===== config.mk =====
export PLATFORM = sky130hd
export DESIGN_NAME = uart_rx_flat
export DESIGN_NICKNAME = d
export VERILOG_FILES = /design/src/rtl/uart_pkg.sv /design/src/rtl/uart_rx_if.sv /design/src/rtl/uart_rx_sync.sv /design/src/rtl/uart_rx.sv /design/src/flat_wrapper.sv
export SDC_FILE = /design/constraint.sdc
export NUM_CORES = 1
export LEC_CHECK = 0
export CAP_MARGIN = 15
export CORE_UTILIZATION = 45
export CTS_CLUSTER_SIZE = 25
export DETAILED_ROUTE_END_ITERATION = 10
export GPL_TIMING_DRIVEN = 0
export PLACE_DENSITY = 0.66
export RECOVER_POWER = 100
export SLEW_MARGIN = 20
export SYNTH_ARGS = -nofsm -noshare
export SYNTH_HDL_FRONTEND = slang
export SYNTH_SLANG_ARGS = --single-unit

===== constraint.sdc =====
create_clock -name i_clk -period 4.45 [get_ports i_clk]
set_clock_uncertainty 0.15 [all_clocks]
set_input_delay 0.89 -clock i_clk [delete_from_list [all_inputs] [get_ports i_clk]]
set_output_delay 0.89 -clock i_clk [all_outputs]
set_load 0.02 [all_outputs]

===== src/rtl/uart_pkg.sv =====
// uart_pkg: definitions shared by the UART transmitter and receiver.
//   - FSM state encodings for the receiver
//   - parity type selectors
//   - parity_bit(): the parity bit value for a data word
package uart_pkg;

  localparam int unsigned STATE_W = 3;

  localparam logic [STATE_W-1:0] S_IDLE   = 3'd0;
  localparam logic [STATE_W-1:0] S_START  = 3'd1;
  localparam logic [STATE_W-1:0] S_DATA   = 3'd2;
  localparam logic [STATE_W-1:0] S_PARITY = 3'd3;
  localparam logic [STATE_W-1:0] S_STOP   = 3'd4;
  localparam logic [STATE_W-1:0] S_DONE   = 3'd5;
  localparam logic [STATE_W-1:0] S_BREAK  = 3'd6;

  localparam int unsigned PARITY_NONE = 0;
  localparam int unsigned PARITY_EVEN = 1;
  localparam int unsigned PARITY_ODD  = 2;

  localparam int unsigned MAX_DATA_BITS = 9;

  // Unused upper bits must be zero; they do not change the XOR.
  function automatic logic parity_bit(input logic [MAX_DATA_BITS-1:0] data,
                                      input int unsigned             parity_type);
    logic p;
    p = ^data;
    return (parity_type == PARITY_ODD) ? ~p : p;
  endfunction

endpackage


===== src/rtl/uart_rx_if.sv =====
// uart_rx_if: serial input and parallel word/status outputs of the receiver.
//   master : the receiver (drives word, status and busy; reads the line)
//   slave  : the line driver / word consumer
interface uart_rx_if #(
  parameter int unsigned P_DATA_BITS = 8
);
  logic                   i_serial_rx;
  logic [P_DATA_BITS-1:0] o_rx_data;
  logic                   o_rx_data_valid;
  logic                   o_parity_err;
  logic                   o_frame_err;
  logic                   o_rx_busy;

  modport master (
    input  i_serial_rx,
    output o_rx_data, o_rx_data_valid, o_parity_err, o_frame_err, o_rx_busy
  );

  modport slave (
    output i_serial_rx,
    input  o_rx_data, o_rx_data_valid, o_parity_err, o_frame_err, o_rx_busy
  );
endinterface


===== src/rtl/uart_rx_sync.sv =====
// uart_rx_sync: two-flop synchroniser for an idle-high asynchronous line.
//   i_clk, i_rst (async, active high) ; i_async raw line ; o_sync synced line
// Both flops reset to 1 so a reset never looks like a start bit.
module uart_rx_sync (
  input  logic i_clk,
  input  logic i_rst,
  input  logic i_async,
  output logic o_sync
);
  logic meta_q;
  logic sync_q;

  always_ff @(posedge i_clk or posedge i_rst) begin
    if (i_rst) begin
      meta_q <= 1'b1;
      sync_q <= 1'b1;
    end else begin
      meta_q <= i_async;
      sync_q <= meta_q;
    end
  end

  assign o_sync = sync_q;
endmodule


===== src/rtl/uart_rx.sv =====
// uart_rx: UART receiver, LSB-first, start=0, stop=1, mid-bit sampling.
//   i_clk, i_rst (async, active high)
//   bus.i_serial_rx      raw serial line, idle high
//   bus.o_rx_data        last received word (held between frames)
//   bus.o_rx_data_valid  one-cycle pulse per received frame
//   bus.o_parity_err     parity mismatch of the presented word
//   bus.o_frame_err      a sampled stop bit was 0
//   bus.o_rx_busy        FSM not idle
// Build option UART_RX_MAJORITY_VOTE_EN: each sample is the 2-of-3 majority
// around the strobe, decided one cycle after the strobe.
module uart_rx
  import uart_pkg::*;
#(
  parameter int unsigned P_DATA_BITS    = 8,
  parameter int unsigned P_PARITY_TYPE  = 0,
  parameter int unsigned P_STOP_BITS    = 1,
  parameter int unsigned P_CLKS_PER_BIT = 16
) (
  input  logic      i_clk,
  input  logic      i_rst,
  uart_rx_if.master bus
);

  localparam int unsigned CNT_W = $clog2(P_CLKS_PER_BIT);
  localparam int unsigned BIT_W = $clog2(P_DATA_BITS + 1);

  localparam logic [CNT_W-1:0] CNT_LAST  = CNT_W'(P_CLKS_PER_BIT - 1);
  localparam logic [CNT_W-1:0] CNT_START = CNT_W'(P_CLKS_PER_BIT / 2);
  localparam logic [BIT_W-1:0] DATA_LAST = BIT_W'(P_DATA_BITS - 1);
  localparam logic [BIT_W-1:0] STOP_LAST = BIT_W'(P_STOP_BITS - 1);

  logic                   rx_sync;
  logic                   strobe;
  logic                   sample_en;
  logic                   sample_bit;

  logic [STATE_W-1:0]     state_q,      state_d;
  logic [CNT_W-1:0]       cnt_q,        cnt_d;
  logic [BIT_W-1:0]       bit_cnt_q,    bit_cnt_d;
  logic [P_DATA_BITS-1:0] shreg_q,      shreg_d;
  logic                   par_flag_q,   par_flag_d;
  logic                   frame_flag_q, frame_flag_d;
  logic [P_DATA_BITS-1:0] rx_data_q,    rx_data_d;
  logic                   valid_q,      valid_d;
  logic                   perr_q,       perr_d;
  logic                   ferr_q,       ferr_d;
  logic                   busy_q,       busy_d;

  uart_rx_sync u_sync (
    .i_clk   (i_clk),
    .i_rst   (i_rst),
    .i_async (bus.i_serial_rx),
    .o_sync  (rx_sync)
  );

  // Counter is held at 0 outside the bit-timing states, so no stray strobe.
  assign strobe = (cnt_q == CNT_LAST);

`ifdef UART_RX_MAJORITY_VOTE_EN
  // hist_q[0] = line one cycle ago, hist_q[1] = two cycles ago.
  logic [1:0] hist_q, hist_d;
  logic       strobe_q, strobe_d;

  always_comb begin
    hist_d   = {hist_q[0], rx_sync};
    strobe_d = strobe;
  end

  always_ff @(posedge i_clk or posedge i_rst) begin
    if (i_rst) begin
      hist_q   <= 2'b11;
      strobe_q <= 1'b0;
    end else begin
      hist_q   <= hist_d;
      strobe_q <= strobe_d;
    end
  end

  assign sample_en  = strobe_q;
  assign sample_bit = (hist_q[1] & hist_q[0]) | (hist_q[1] & rx_sync) | (hist_q[0] & rx_sync);
`else
  assign sample_en  = strobe;
  assign sample_bit = rx_sync;
`endif

  // Next-state, datapath and output computation.
  always_comb begin
    state_d      = state_q;
    cnt_d        = '0;
    bit_cnt_d    = bit_cnt_q;
    shreg_d      = shreg_q;
    par_flag_d   = par_flag_q;
    frame_flag_d = frame_flag_q;
    rx_data_d    = rx_data_q;
    valid_d      = 1'b0;
    perr_d       = perr_q;
    ferr_d       = ferr_q;
    busy_d       = 1'b0;

    case (state_q)
      S_IDLE: begin
        if (!rx_sync) state_d = S_START;
      end
      S_START: begin
        if (sample_en) begin
          if (sample_bit) begin
            state_d = S_IDLE;
          end else begin
            state_d      = S_DATA;
            bit_cnt_d    = '0;
            par_flag_d   = 1'b0;
            frame_flag_d = 1'b0;
          end
        end
      end
      S_DATA: begin
        if (sample_en) begin
          shreg_d   = {sample_bit, shreg_q[P_DATA_BITS-1:1]};
          bit_cnt_d = bit_cnt_q + 1'b1;
          if (bit_cnt_q == DATA_LAST) begin
            bit_cnt_d = '0;
            state_d   = (P_PARITY_TYPE != PARITY_NONE) ? S_PARITY : S_STOP;
          end
        end
      end
      S_PARITY: begin
        if (sample_en) begin
          par_flag_d = (sample_bit != parity_bit(MAX_DATA_BITS'(shreg_q), P_PARITY_TYPE));
          state_d    = S_STOP;
        end
      end
      S_STOP: begin
        if (sample_en) begin
          frame_flag_d = frame_flag_q | ~sample_bit;
          bit_cnt_d    = bit_cnt_q + 1'b1;
          // Word and status are registered as DONE is entered, so they are
          // presented during the single DONE cycle.
          if (bit_cnt_q == STOP_LAST) begin
            state_d   = S_DONE;
            rx_data_d = shreg_q;
            perr_d    = par_flag_q;
            ferr_d    = frame_flag_d;
            valid_d   = 1'b1;
          end
        end
      end
      S_DONE: begin
        // A line still low after a bad stop bit is a break, not a new start.
        state_d = (frame_flag_q && !rx_sync) ? S_BREAK : S_IDLE;
      end
      S_BREAK: begin
        if (rx_sync) state_d = S_IDLE;
      end
      default: state_d = S_IDLE;
    endcase

    // Baud counter: loaded half a bit on start detect, free-running while framing.
    if (state_d == S_START || state_d == S_DATA || state_d == S_PARITY || state_d == S_STOP) begin
      if (state_q == S_IDLE)      cnt_d = CNT_START;
      else if (cnt_q == CNT_LAST) cnt_d = '0;
      else                        cnt_d = cnt_q + 1'b1;
    end

    busy_d = (state_d != S_IDLE);
  end

  // State and output registers.
  always_ff @(posedge i_clk or posedge i_rst) begin
    if (i_rst) begin
      state_q      <= S_IDLE;
      cnt_q        <= '0;
      bit_cnt_q    <= '0;
      shreg_q      <= '0;
      par_flag_q   <= 1'b0;
      frame_flag_q <= 1'b0;
      rx_data_q    <= '0;
      valid_q      <= 1'b0;
      perr_q       <= 1'b0;
      ferr_q       <= 1'b0;
      busy_q       <= 1'b0;
    end else begin
      state_q      <= state_d;
      cnt_q        <= cnt_d;
      bit_cnt_q    <= bit_cnt_d;
      shreg_q      <= shreg_d;
      par_flag_q   <= par_flag_d;
      frame_flag_q <= frame_flag_d;
      rx_data_q    <= rx_data_d;
      valid_q      <= valid_d;
      perr_q       <= perr_d;
      ferr_q       <= ferr_d;
      busy_q       <= busy_d;
    end
  end

  assign bus.o_rx_data       = rx_data_q;
  assign bus.o_rx_data_valid = valid_q;
  assign bus.o_parity_err    = perr_q;
  assign bus.o_frame_err     = ferr_q;
  assign bus.o_rx_busy       = busy_q;

endmodule


===== src/flat_wrapper.sv =====
// flat-port wrapper written by rule: the top's interface ports become plain ports
module uart_rx_flat import uart_pkg::*;
#(
  parameter int unsigned P_DATA_BITS    = 8,
  parameter int unsigned P_PARITY_TYPE  = 0,
  parameter int unsigned P_STOP_BITS    = 1,
  parameter int unsigned P_CLKS_PER_BIT = 16
)
  (i_clk, i_rst, bus_i_serial_rx, bus_o_rx_data, bus_o_rx_data_valid, bus_o_parity_err, bus_o_frame_err, bus_o_rx_busy);
  uart_rx_if #(.P_DATA_BITS(P_DATA_BITS)) bus_i ();
  input  logic i_clk;
  input  logic i_rst;
  input wire logic [$bits(bus_i.i_serial_rx)-1:0] bus_i_serial_rx;
  output wire logic [$bits(bus_i.o_rx_data)-1:0] bus_o_rx_data;
  output wire logic [$bits(bus_i.o_rx_data_valid)-1:0] bus_o_rx_data_valid;
  output wire logic [$bits(bus_i.o_parity_err)-1:0] bus_o_parity_err;
  output wire logic [$bits(bus_i.o_frame_err)-1:0] bus_o_frame_err;
  output wire logic [$bits(bus_i.o_rx_busy)-1:0] bus_o_rx_busy;
  assign bus_i.i_serial_rx = bus_i_serial_rx;
  assign bus_o_rx_data = bus_i.o_rx_data;
  assign bus_o_rx_data_valid = bus_i.o_rx_data_valid;
  assign bus_o_parity_err = bus_i.o_parity_err;
  assign bus_o_frame_err = bus_i.o_frame_err;
  assign bus_o_rx_busy = bus_i.o_rx_busy;
  uart_rx #(.P_DATA_BITS(P_DATA_BITS), .P_PARITY_TYPE(P_PARITY_TYPE), .P_STOP_BITS(P_STOP_BITS), .P_CLKS_PER_BIT(P_CLKS_PER_BIT)) u_core (.i_clk(i_clk), .i_rst(i_rst), .bus(bus_i));
endmodule

# --- Word level (Yosys, flattened, before mapping) ---
# Index checks and enable logic that the tools add are counted.
totals:
  regBits: 35
  in_bits: 3
  output_inout_bits: 12
  elab_cells: 81
op_classes:
  addsub: 2
  eq_ne: 18
  muxes: 29
  n_bitwise: 2
  n_reduce_logical: 17
ops:
  columns: ["operator", "count"]
  rows:
  - ["$mux 4", 8]
  - ["$mux 3", 9]
  - ["$pmux 3 s7", 1]
  - ["$eq 3x2->1 const B", 4]
  - ["$eq 3x3->1 const B", 4]
  - ["$pmux 4 s3", 1]
  - ["$reduce_xor 9->1", 1]
  - ["$add 4x1->4 const B", 2]
  - ["$ne 2x1->1 const B", 4]
  - ["$reduce_and 4->1", 2]
  - ["$mux 1", 7]
  - ["$eq 3x1->1 const B", 2]
  - ["$reduce_bool 3->1", 2]
  - ["$reduce_and 5->1", 1]
  - ["$eq 4x3->1 const B", 1]
  - ["$eq 4x4->1 const B", 1]
  - ["$logic_not 4->1", 1]
  - ["$pmux 1 s2", 2]
  - ["$reduce_bool 2->1", 2]
  - ["$logic_not 3->1", 1]
  - ["$logic_or 1x1->1", 3]
  - ["$reduce_and 3->1", 1]
  - ["$mux 2", 1]
  - ["$ne 2x2->1 const B", 1]
  - ["other kinds (6)", 6]

# --- Depth between registers and ports, before layout ---
# Gate-level depths: netlist of run 1.
depth:
  ltp_word: 9
  depth_mapped: 8
  mapped_depth_nobuf: 6

# --- By module ---
# A second synthesis of run 1 with hierarchy kept.
unflattened:
  hier_cells: 162
  area_unflattened_um2: 1730.4
modules_own_cells:
  columns: ["module", "n_inst", "cells_each", "area_each_um2", "seq_area_each_um2"]
  rows:
  - ["uart_rx", 1, 159, 1674.1, 825.8]
  - ["uart_rx_sync", 1, 3, 56.3, 52.6]

# --- Worst setup path after synthesis of run 1 ---
# Ideal clock, no wire load.
synth_path:
  kind: "register -> register"
  start: "reg u_core.cnt_q[0]"
  end: "reg u_core.cnt_q[1]"
  setup_ps: 94
  t_arrival_ps: 1830
  required_ps: 4206
  path_slack_ps: 2376
  path_stages_with_launch: 8
  path_buffers: 1
  synth_period_minus_slack_ps: 2074
  cell_sequence: "dfrtp_1 -> ha_1 -> and3_1 -> buf_6 -> o21ai_2 -> a221o_1 -> or3_4 -> a211oi_1"
synth_via:
  elab_chain_len: 8
  word_cells_on_any_way: 17
  classes_between: "1 x add/sub; 5 x eq/ne; 8 x mux; 3 x reduce/logical"
synth_rtl:
  columns: ["item", "line_no", "text"]
  rows:
  - ["start, declared", "uart_rx.sv:38", "logic [CNT_W-1:0] cnt_q, cnt_d;"]
  - ["start signal, assigned", "uart_rx.sv:183", "cnt_q <= cnt_d;"]
  - ["$eq 4x4->1 (*)", "uart_rx.sv:57", "assign strobe = (cnt_q == CNT_LAST);"]
  - ["$mux 3 (on tied branches)", null, null]
  - ["$pmux 3 s7 (*)", "uart_rx.sv:100", "case (state_q)"]
  - ["named net u_core.state_d[1]", "uart_rx.sv:37", "logic [STATE_W-1:0] state_q, state_d;"]
  - ["$eq 3x1->1 / $eq 3x2->1 (equally long branches)", "uart_rx.sv:158", "if (state_d == S_START || state_d == S_DATA || state_d == S_PARITY || state_d == S_STOP) begin"]
  - ["$logic_or 1x1->1 (2 in series)", "uart_rx.sv:158", null]
  - ["$logic_or 1x1->1 (*)", "uart_rx.sv:158", null]
  - ["$mux 4 (*)", "uart_rx.sv:158", null]
  - ["named net u_core.cnt_d[1]", "uart_rx.sv:38", null]
# The timed path passes the listed nets; every way through them passes the cells marked *.
# A chain may end at the register's enable or synchronous reset.

# --- Worst setup path in the final report of run 1 ---
# Same ends and word-level chain as after synthesis.

==> metrics.md, run 1 <==
| Metric | Value |
|---|---|
| Cts repair resizes | `0` |
| RSZ-0062 raised after global routing | `no` |
| Total power | `0.000900 W` |
| Root Driver | `clkbuf_8` |
| Clk Latency, worst-skew pair | `290 ps` |
| Io pins | `15` |
| Post-synthesis sequential area ratio | `0.524` |
| Run status | `finished, final reports clean` |
| CP endpoint kind | `register` |
| YS warnings | `0` |
| CTS buffer count | `5` |
| Area leader, netlist | `dfrtp_1` |
| Syn Inst Count | `144` |
| Via density | `5.07` |
| Clk slew on worst S/H paths | `70 ps` |
| Layout cells sized above 1 | `0.205` |
| First-pass GRT wire length | `5040 um` |
| Diodes inserted | `0` |
| Syn avg cell area | `11.6 um2` |
| Top FF cell, synth | `dfrtp_1` |
| Fin area | `1960 um2` |
| VDD IR-drop max | `0.202 mV` |
| Top cells by area, synth | `dfrtp_1, mux2_2, xnor2_1` |
| Worst path arrival time | `2580 ps` |
| Top-count cell post-synth | `dfrtp_1` |
| Initial Util | `0.487` |
| CTS tree | `done` |
| Worst rel slew slack | `0.151` |
| Row cnt | `21` |
| Top cell type's share of synthesized area | `0.493` |
| Pleak | `0.953 nW` |
| FFs w/ async S/R, synth | `1.00` |
| Max Clk Rate | `0.394 GHz` |
| Power per cell area | `459 nW/um2` |
| Slowest cell on crit path | `or3_1` |
| Synth cell count leaders | `dfrtp_1, mux2_2, inv_1, xnor2_1` |
| Worst min path class | `register to register` |
| Synth Net Count | `150` |
| CTS Hold Bufs | `0` |
| Placed Area | `1870 um2` |
| Die area | `3970 um2` |
| WS Path Type | `register to register` |
| CP Launch Type | `register` |
| Number of global-route vias before repair | `1143` |
| Core box area | `3440 um2` |
| Place WS | `2110 ps` |
| All-Layer GR Usage | `0.166` |
| Worst setup margin | `1910 ps` |
| Detailed Route WL | `2810 um` |
| Hold Path Stages | `0` |
| Tmin final | `2540 ps` |
| Number of synthesized flops with an enable pin | `0` |
| Fin crit share | `0.570` |
| Worst-path cell chain | `ha_1 > and3_1 > clkbuf_1 > o21ai_0 > a221o_1 > or3_1 > a211oi_1` |
| DRC Markers | `0` |
| Sink Count | `35` |
| Initial antenna violation count | `0` |
| Nets@finish | `171` |
| Final hold viol count | `0` |
| Die Width | `63.0 um` |
| Data required time of the critical path | `4500 ps` |
| Cell Area, Synth | `1680 um2` |
| Initial detailed-routing violation count | `30` |
| H-tree Lvls | `2` |
| Library cells used by synthesis | `41` |
| Post-DP HPWL | `1980 um` |
| CTS Buffer Depth | `2` |
| Worst path max stage delay | `440 ps` |
| Routed vias | `1075` |
| Hold slack | `200 ps` |
| Post CTS Setup Buffer Count | `0` |
| Final Slew Violations | `0` |
| Setup TNS | `0 ps` |
| Final Setup Violations | `0` |
| Area Overhead vs Synth | `17.0%` |
| Largest net degree at the start of global routing | `36` |
| Chip Height | `63.0 um` |
| RePlAce Congestion | `0.841` |
| WL/cell | `13.2 um` |
| Total congestion overflow | `0` |
| Pre-Repair DR Iteration Count | `4` |
| Port bufs | `14` |
| Crit path max fanout | `7` |
| Max-cap violations | `0` |
| FF-to-FF path depth | `7` |
| Yosys reg bits | `35` |
| ANT nets after route | `0` |
| Least-Margin Pin Slew | `1270 ps` |
## per-layer routing
layer  global-route usage  share of wire  vias up
met5                    0              0        -
met4               0.0785          0.016        0
met3               0.0383          0.032        4
met2                0.266           0.47       19
met1                0.210           0.48      507
li1                     -              -      545
## where the power goes
part / internal, W / switching, W
clock: 0.000167 / 0.000115
combinational: 0.000107 / 0.000116
sequential: 0.000359 / 0.0000367
## metrics by stage
| stage | instances | utilization |
|---|---|---|
| after global placement | 204 | 0.544 |
| after global routing | 212 | 0.570 |
| after detailed placement | 204 | 0.544 |
| after CTS | 212 | 0.577 |
| after floorplan | 144 | - |
| final | 212 | 0.570 |
## layout make-up
type	count	area, um2
clock inverters	3	43.8
fillers	302	1480
well taps	46	57.6
flip-flops and latches	35	878
repair buffers	14	140
plain buffers	5	46.3
multi-input cells	95	692
inverters	9	33.8
clock buffers	5	68.8
## registers in the layout, summed over array words and instances, names as in the netlist
| register | count |
|---|---|
| u_core.bus.o_frame_err | 1 |
| u_core.cnt_q | 4 |
| u_core.bit_cnt_q | 4 |
| u_core.frame_flag_q | 1 |
| u_core.u_sync.meta_q | 1 |
| u_core.bus.o_rx_data | 8 |
| u_core.shreg_q | 8 |
| u_core.bus.o_parity_err | 1 |
| u_core.bus.o_rx_data_valid | 1 |
| u_core.u_sync.o_sync | 1 |
| u_core.par_flag_q | 1 |
| u_core.bus.o_rx_busy | 1 |
| u_core.state_q | 3 |
## cell usage in the layout, fill, tap and decap left out, drive strengths merged, types with 2 or more instances in the layout
| cell | instances |
|---|---|
| a21oi | 7 |
| xnor2 | 8 |
| inv | 9 |
| clkinv | 2 |
| dlygate4sd3 | 14 |
| or3 | 3 |
| ha | 3 |
| nand3 | 3 |
| clkbuf | 7 |
| mux2 | 16 |
| buf | 3 |
| nand2 | 7 |
| a211oi | 2 |
| xor2 | 2 |
| nand2b | 4 |
| dfrtp | 33 |
| dfstp | 2 |
| nor2 | 5 |
| nor3 | 7 |
| a31oi | 3 |
| o21ai | 10 |
## logic make-up (layout without fill, tap and decap cells)
| family | Yosys count | after routing | share of synthesized area |
|---|---|---|---|
| fa+ha+maj | 3 | 3 | 0.0224 |
| mux | 16 | 16 | 0.108 |
| simple gates | 39 | 39 | 0.140 |
| xor+xnor | 10 | 10 | 0.0523 |
| buf+inv | 14 | 36 | 0.0523 |
| flops | 35 | 35 | 0.524 |
| compound gates | 27 | 27 | 0.102 |
## path summary, 6_finish.rpt
path | startpoint | endpoint | slack, ps
max in group asynchronous | i_rst | u_core.shreg_q[6] | 2140
setup / recovery | u_core.cnt_q[0] | u_core.cnt_q[1] | 1910
hold reg to reg | u_core.u_sync.meta_q | u_core.u_sync.o_sync | 200
hold / removal | u_core.u_sync.meta_q | u_core.u_sync.o_sync | 200
setup reg to reg | u_core.cnt_q[0] | u_core.cnt_q[1] | 1910
min in group asynchronous | i_rst | u_core.bus.o_rx_busy | 1240
## critical path, delay by kind of cell (launching register included)
family / cells / cell delay [ps]
buffers and inverters: 1 / 260
DFF: 1 / 400
and+or+nand+nor: 2 / 620
AOI/OAI and AO/OA: 3 / 760
adders and majority gates: 1 / 250
(Power assumes the default switching activity.)
==> run 2: changes to the inputs <==
==> constraint.sdc (replaced) <==
create_clock -name i_clk -period 2.4 [get_ports i_clk]
set_clock_uncertainty 0.15 [all_clocks]
set_input_delay 0.48 -clock i_clk [delete_from_list [all_inputs] [get_ports i_clk]]
set_output_delay 0.48 -clock i_clk [all_outputs]
set_load 0.02 [all_outputs]
==> metrics.md, run 2 (synthesized netlist as in run 1, its figures left out) <==
| Metric | Value |
|---|---|
| Root Driver | `clkbuf_8 (unchanged)` |
| RSZ-0062 raised after global routing | `no (unchanged)` |
| Power per cell area | `849 nW/um2 (was 459 nW/um2)` |
| Sink Count | `35 (unchanged)` |
| Run status | `finished, final reports clean (unchanged)` |
| Worst-path cell chain | `ha_2 > and3_1 > buf_6 > o21ai_2 > a221o_1 > or3_4 > a211oi_1 (was ha_1 > and3_1 > clkbuf_1 > o21ai_0 > a221o_1 > or3_1 > a211oi_1)` |
| Die area | `3970 um2 (unchanged)` |
| Die Width | `63.0 um (unchanged)` |
| Pleak | `0.959 nW (was 0.953 nW)` |
| All-Layer GR Usage | `0.166 (unchanged)` |
| Total power | `0.00169 W (was 0.000900 W)` |
| ANT nets after route | `0 (unchanged)` |
| Total congestion overflow | `0 (unchanged)` |
| Slowest cell on crit path | `or3_4 (was or3_1)` |
| Final hold viol count | `0 (unchanged)` |
| Pre-Repair DR Iteration Count | `4 (unchanged)` |
| Diodes inserted | `0 (unchanged)` |
| Area Overhead vs Synth | `18.6% (was 17.0%)` |
| WL met2 | `1340 um (was 1330 um)` |
| CTS buffer count | `5 (unchanged)` |
| Initial detailed-routing violation count | `28 (was 30)` |
| CP Launch Type | `register (unchanged)` |
| Tmin final | `2260 ps (was 2540 ps)` |
| Worst min path class | `register to register (unchanged)` |
| Initial Util | `0.487 (unchanged)` |
| CP endpoint kind | `register (unchanged)` |
| Post-DP HPWL | `1980 um (unchanged)` |
| Nets@finish | `171 (unchanged)` |
| Final Slew Violations | `0 (unchanged)` |
| # fillers | `298 (was 302)` |
| Row cnt | `21 (unchanged)` |
| Chip Height | `63.0 um (unchanged)` |
| Commonest non-fill, non-tap cell in the layout | `dfrtp_1 (unchanged)` |
| First-pass GRT wire length | `5040 um (unchanged)` |
| Post CTS Setup Buffer Count | `0 (unchanged)` |
| Cts repair resizes | `0 (unchanged)` |
| CTS tree | `done (unchanged)` |
| Fin crit share | `0.942 (was 0.570)` |
| Clk Latency, worst-skew pair | `290 ps (about the same)` |
| Least-Margin Pin Slew | `1260 ps (was 1270 ps)` |
| Routed length on met1 | `1330 um (was 1340 um)` |
| Final Setup Violations | `0 (unchanged)` |
| Layout cells sized above 1 | `0.241 (was 0.205)` |
| Max Clk Rate | `0.443 GHz (was 0.394 GHz)` |
| DRC Markers | `0 (unchanged)` |
| WS Path Type | `register to register (unchanged)` |
| Crit path max fanout | `7 (unchanged)` |
| VDD IR-drop max | `0.381 mV (was 0.202 mV)` |
| WL/cell | `13.2 um (about the same)` |
| Top Metal Used | `met4 (unchanged)` |
| Worst path arrival time | `2300 ps (was 2580 ps)` |
| Clk slew on worst S/H paths | `70 ps (about the same)` |
| Met3 WL | `86 um (was 91 um)` |
| Place WS | `60.1 ps (was 2110 ps)` |
| Worst setup margin | `140 ps (was 1910 ps)` |
| Number of global-route vias before repair | `1143 (unchanged)` |
| Data required time of the critical path | `2450 ps (was 4500 ps)` |
| Port bufs | `14 (unchanged)` |
| Commonest non-fill, non-tap cells in the layout | `dfrtp_1, mux2_2, dlygate4sd3_1, inv_1, xnor2_1 (was dfrtp_1, mux2_2, dlygate4sd3_1, inv_1, o21ai_0)` |
| Detailed Route WL | `2810 um (about the same)` |
| Largest net degree at the start of global routing | `36 (unchanged)` |
| Routed vias | `1073 (was 1075)` |
| Io pins | `15 (unchanged)` |
| Worst path max stage delay | `420 ps (was 440 ps)` |
| Worst rel slew slack | `0.157 (was 0.151)` |
| CTS Buffer Depth | `2 (unchanged)` |
| Via density | `5.06 (was 5.07)` |
| Initial antenna violation count | `0 (unchanged)` |
| Core box area | `3440 um2 (unchanged)` |
| H-tree Lvls | `2 (unchanged)` |
| Setup TNS | `0 ps (unchanged)` |
| Max-cap violations | `0 (unchanged)` |
| RePlAce Congestion | `0.841 (unchanged)` |
| CTS Hold Bufs | `0 (unchanged)` |
[run 2: through the flow]
stage,utilization,hold WS (ps),instance area (um2),instances
detailed placement,0.544,201,1870,204
global route,0.577,203,1990,212
finish,0.577,200,1990,212
global placement,0.544,196,1870,204
floorplan,-,195,1680,144
CTS,0.577,204,1990,212
[run 2: worst max-delay path, delay by kind of cell (launching register included)]
kind,cells,cell delay [ps]
simple gates,2,610
buf+inv,1,130
fa+ha+maj,1,230
flops,1,400
compound gates,3,650
[run 2: layer usage]
metal  GRT usage  vias up
met4      0.0785        0
met1       0.210      510
met2       0.266       15
met5           0        -
met3      0.0383        4
li1            -      544
[run 2: report_power, final]
group	switching, W	internal, W	leakage (nW)	total (W)
Combinational	0.000224	0.000208	0.435	0.000432
Sequential	0.0000685	0.000665	0.466	0.000733
Clock	0.000213	0.000309	0.0581	0.000522
[run 2: worst paths after layout]
check | endpoint | cells past startpoint | start | slack [ps]
worst max-delay path | u_core.cnt_q[1] | 7 | u_core.cnt_q[0] | 140
worst min-delay path | u_core.u_sync.o_sync | 0 | u_core.u_sync.meta_q | 200
worst max register to register | u_core.cnt_q[1] | 7 | u_core.cnt_q[0] | 140
worst min register to register | u_core.u_sync.o_sync | 0 | u_core.u_sync.meta_q | 200
max in group asynchronous | u_core.shreg_q[6] | 2 | i_rst | 510
min in group asynchronous | u_core.bus.o_rx_busy | 2 | i_rst | 830
[run 2: final cells by class]
class	count	area (um2)	share of cell area
Buffer	5	53.8	0.0271
Clock buffer	5	68.8	0.0346
Clock inverter	3	43.8	0.0220
Inverter	9	33.8	0.0170
Multi-Input combinational cell	95	711	0.358
Sequential cell	35	878	0.442
Tap cell	46	57.6	0.0290
Timing Repair Buffer	14	140	0.0705
==> run 3: changes to the inputs <==
--- a/config.mk
+++ b/config.mk
@@ -5,14 +5,13 @@
 export SDC_FILE = /design/constraint.sdc
 export NUM_CORES = 1
 export LEC_CHECK = 0
-export CAP_MARGIN = 15
+export CAP_MARGIN = 10
 export CORE_UTILIZATION = 45
 export CTS_CLUSTER_SIZE = 25
 export DETAILED_ROUTE_END_ITERATION = 10
 export GPL_TIMING_DRIVEN = 0
 export PLACE_DENSITY = 0.66
 export RECOVER_POWER = 100
-export SLEW_MARGIN = 20
 export SYNTH_ARGS = -nofsm -noshare
 export SYNTH_HDL_FRONTEND = slang
 export SYNTH_SLANG_ARGS = --single-unit
==> metrics.md, run 3 (synthesized netlist as in run 1, its figures left out) <==
| Metric | Value |
|---|---|
| Pleak | `0.957 nW (was 0.959 nW)` |
| Largest net degree at the start of global routing | `24 (was 36)` |
| Finished Core Util | `0.576 (was 0.577)` |
| Placed Area | `1900 um2 (was 1870 um2)` |
| Seq pwr share | `0.449 (was 0.435)` |
| Final Setup Violations | `0 (unchanged)` |
| Sw frac | `0.308 (was 0.300)` |
| Post-DP HPWL | `2090 um (was 1980 um)` |
| Die area | `3970 um2 (unchanged)` |
| Least-Margin Pin Slew | `668 ps (was 1260 ps)` |
| Clk slew on worst S/H paths | `70 ps (about the same)` |
| Fin crit share | `0.972 (was 0.942)` |
| WL/cell | `13.8 um (was 13.2 um)` |
| RePlAce Congestion | `0.841 (unchanged)` |
| All-Layer GR Usage | `0.172 (was 0.166)` |
| Psw | `0.000502 W (was 0.000506 W)` |
| CTS Buffer Depth | `2 (unchanged)` |
| CP Launch Type | `register (unchanged)` |
| Max-cap violations | `0 (unchanged)` |
| Initial Util | `0.487 (unchanged)` |
| Row cnt | `21 (unchanged)` |
| Routed vias | `1103 (was 1073)` |
| CTS buffer count | `5 (unchanged)` |
| Die Width | `63.0 um (unchanged)` |
| ANT nets after route | `0 (unchanged)` |
| Io pins | `15 (unchanged)` |
| Worst rel slew slack | `0.550 (was 0.157)` |
| VDD IR-drop max | `0.420 mV (was 0.381 mV)` |
| Chip Height | `63.0 um (unchanged)` |
| Diodes inserted | `0 (unchanged)` |
| WS Path Type | `register to register (unchanged)` |
| Commonest non-fill, non-tap cells in the layout | `dfrtp_1, mux2_2, dlygate4sd3_1, inv_1, xnor2_1 (unchanged)` |
| Logic pwr share | `0.266 (was 0.256)` |
| Number of global-route vias before repair | `1134 (was 1143)` |
| Final hold viol count | `0 (unchanged)` |
| DRC Markers | `0 (unchanged)` |
| First-pass GRT wire length | `5220 um (was 5040 um)` |
| Total congestion overflow | `0 (unchanged)` |
| Pre-Repair DR Iteration Count | `4 (unchanged)` |
| Nets@finish | `172 (was 171)` |
| Worst path arrival time | `2370 ps (was 2300 ps)` |
| Clock group share of total power | `0.285 (was 0.309)` |
| Core box area | `3440 um2 (unchanged)` |
| H-tree Lvls | `2 (unchanged)` |
| Power per cell area | `823 nW/um2 (was 849 nW/um2)` |
| Layout cells sized above 1 | `0.246 (was 0.241)` |
| Post CTS Setup Buffer Count | `0 (unchanged)` |
| Detailed Route WL | `2940 um (was 2810 um)` |
| Commonest non-fill, non-tap cell in the layout | `dfrtp_1 (unchanged)` |
| Data required time of the critical path | `2440 ps (was 2450 ps)` |
| Int Pwr | `0.00113 W (was 0.00118 W)` |
| Root Driver | `clkbuf_8 (unchanged)` |
| Max Clk Rate | `0.429 GHz (was 0.443 GHz)` |
| CTS tree | `done (unchanged)` |
| Fin area | `1980 um2 (was 1990 um2)` |
| Final Slew Violations | `0 (unchanged)` |
| CTS Hold Bufs | `0 (unchanged)` |
| Via density | `5.18 (was 5.06)` |
| Initial antenna violation count | `0 (unchanged)` |
| Initial detailed-routing violation count | `47 (was 28)` |
| Cts repair resizes | `0 (unchanged)` |
| CP endpoint kind | `register (unchanged)` |
| Area Overhead vs Synth | `18.4% (was 18.6%)` |
| # fillers | `307 (was 298)` |
| Port bufs | `14 (unchanged)` |
| Tmin final | `2330 ps (was 2260 ps)` |
| Run status | `finished, final reports clean (unchanged)` |
| Worst min path class | `register to register (unchanged)` |
| Sink Count | `35 (unchanged)` |
| Clk Latency, worst-skew pair | `280 ps (was 290 ps)` |
| Crit path max fanout | `4 (was 7)` |
[run 3: cell types whose count changed in the layout (fill, tap and decap cells not counted), sizes merged]
| cell | delta |
|---|---|
| buf | -1 |
| bufinv | -1 |
| clkinvlp | +1 |
| clkinv | -2 |
| clkbuf | +4 |
[run 3: final timing paths]
check                      cells after the start  slack, ps                    to                 start
setup reg to reg                               6         70       u_core.cnt_q[2]       u_core.cnt_q[0]
setup / recovery                               6         70       u_core.cnt_q[2]       u_core.cnt_q[0]
hold / removal                                 0        200  u_core.u_sync.o_sync  u_core.u_sync.meta_q
hold reg to reg                                0        200  u_core.u_sync.o_sync  u_core.u_sync.meta_q
max in group asynchronous                      3        680  u_core.u_sync.meta_q                 i_rst
min in group asynchronous                      2        510     u_core.state_q[2]                 i_rst
[run 3: worst max-delay path, cell delays in order (launching register included)]
cell,delay [ps]
dfrtp_1,410
ha_1,260
nand3_1,180
nor3_1,120
a221o_1,410
or3_4,430
a211oi_1,270
[run 3: cell type report]
| cell class | instances | area [um2] | area share |
|---|---|---|---|
| sequential | 35 | 878 | 0.443 |
| multi-input combinational | 95 | 713 | 0.360 |
| timing repair buffer | 15 | 145 | 0.0732 |
| clock buffer | 7 | 96.3 | 0.0486 |
| tap | 46 | 57.6 | 0.0290 |
| buffer | 5 | 51.3 | 0.0259 |
| inverter | 9 | 33.8 | 0.0170 |
| clock inverter | 1 | 7.51 | 0.00379 |
[run 3: power groups by stage]
stage / clock network [W] / registers, W / logic [W]
global route: 0.000508 / 0.000746 / 0.000481
finish: 0.000465 / 0.000732 / 0.000434
detailed placement: 0 / 0.000742 / 0.000434
global placement: 0 / 0.000737 / 0.000412
CTS: 0.000481 / 0.000732 / 0.000441
floorplan: 0 / 0.000736 / 0.000338
[run 3: stage by stage]
step / hold slack [ps] / setup TNS (ps) / setup WS, ps / total power [W] / std cells
floorplan: 195 / 0 / 326 / 0.00107 / 144
global placement: 196 / 0 / 131 / 0.00115 / 204
detailed placement: 200 / 0 / 87.0 / 0.00118 / 205
CTS: 202 / 0 / 78.5 / 0.00165 / 213
global route: 199 / -15.9 / -15.9 / 0.00174 / 213
finish: 202 / 0 / 66.8 / 0.00163 / 213
[run 3: layer usage]
metal | vias to the layer above | wire [um] | track usage
met3 | 2 | 107 | 0.0547
met4 | 0 | 12 | 0.0523
li1 | 550 | - | -
met1 | 534 | 1400 | 0.226
met5 | - | 0 | 0
met2 | 17 | 1420 | 0.269
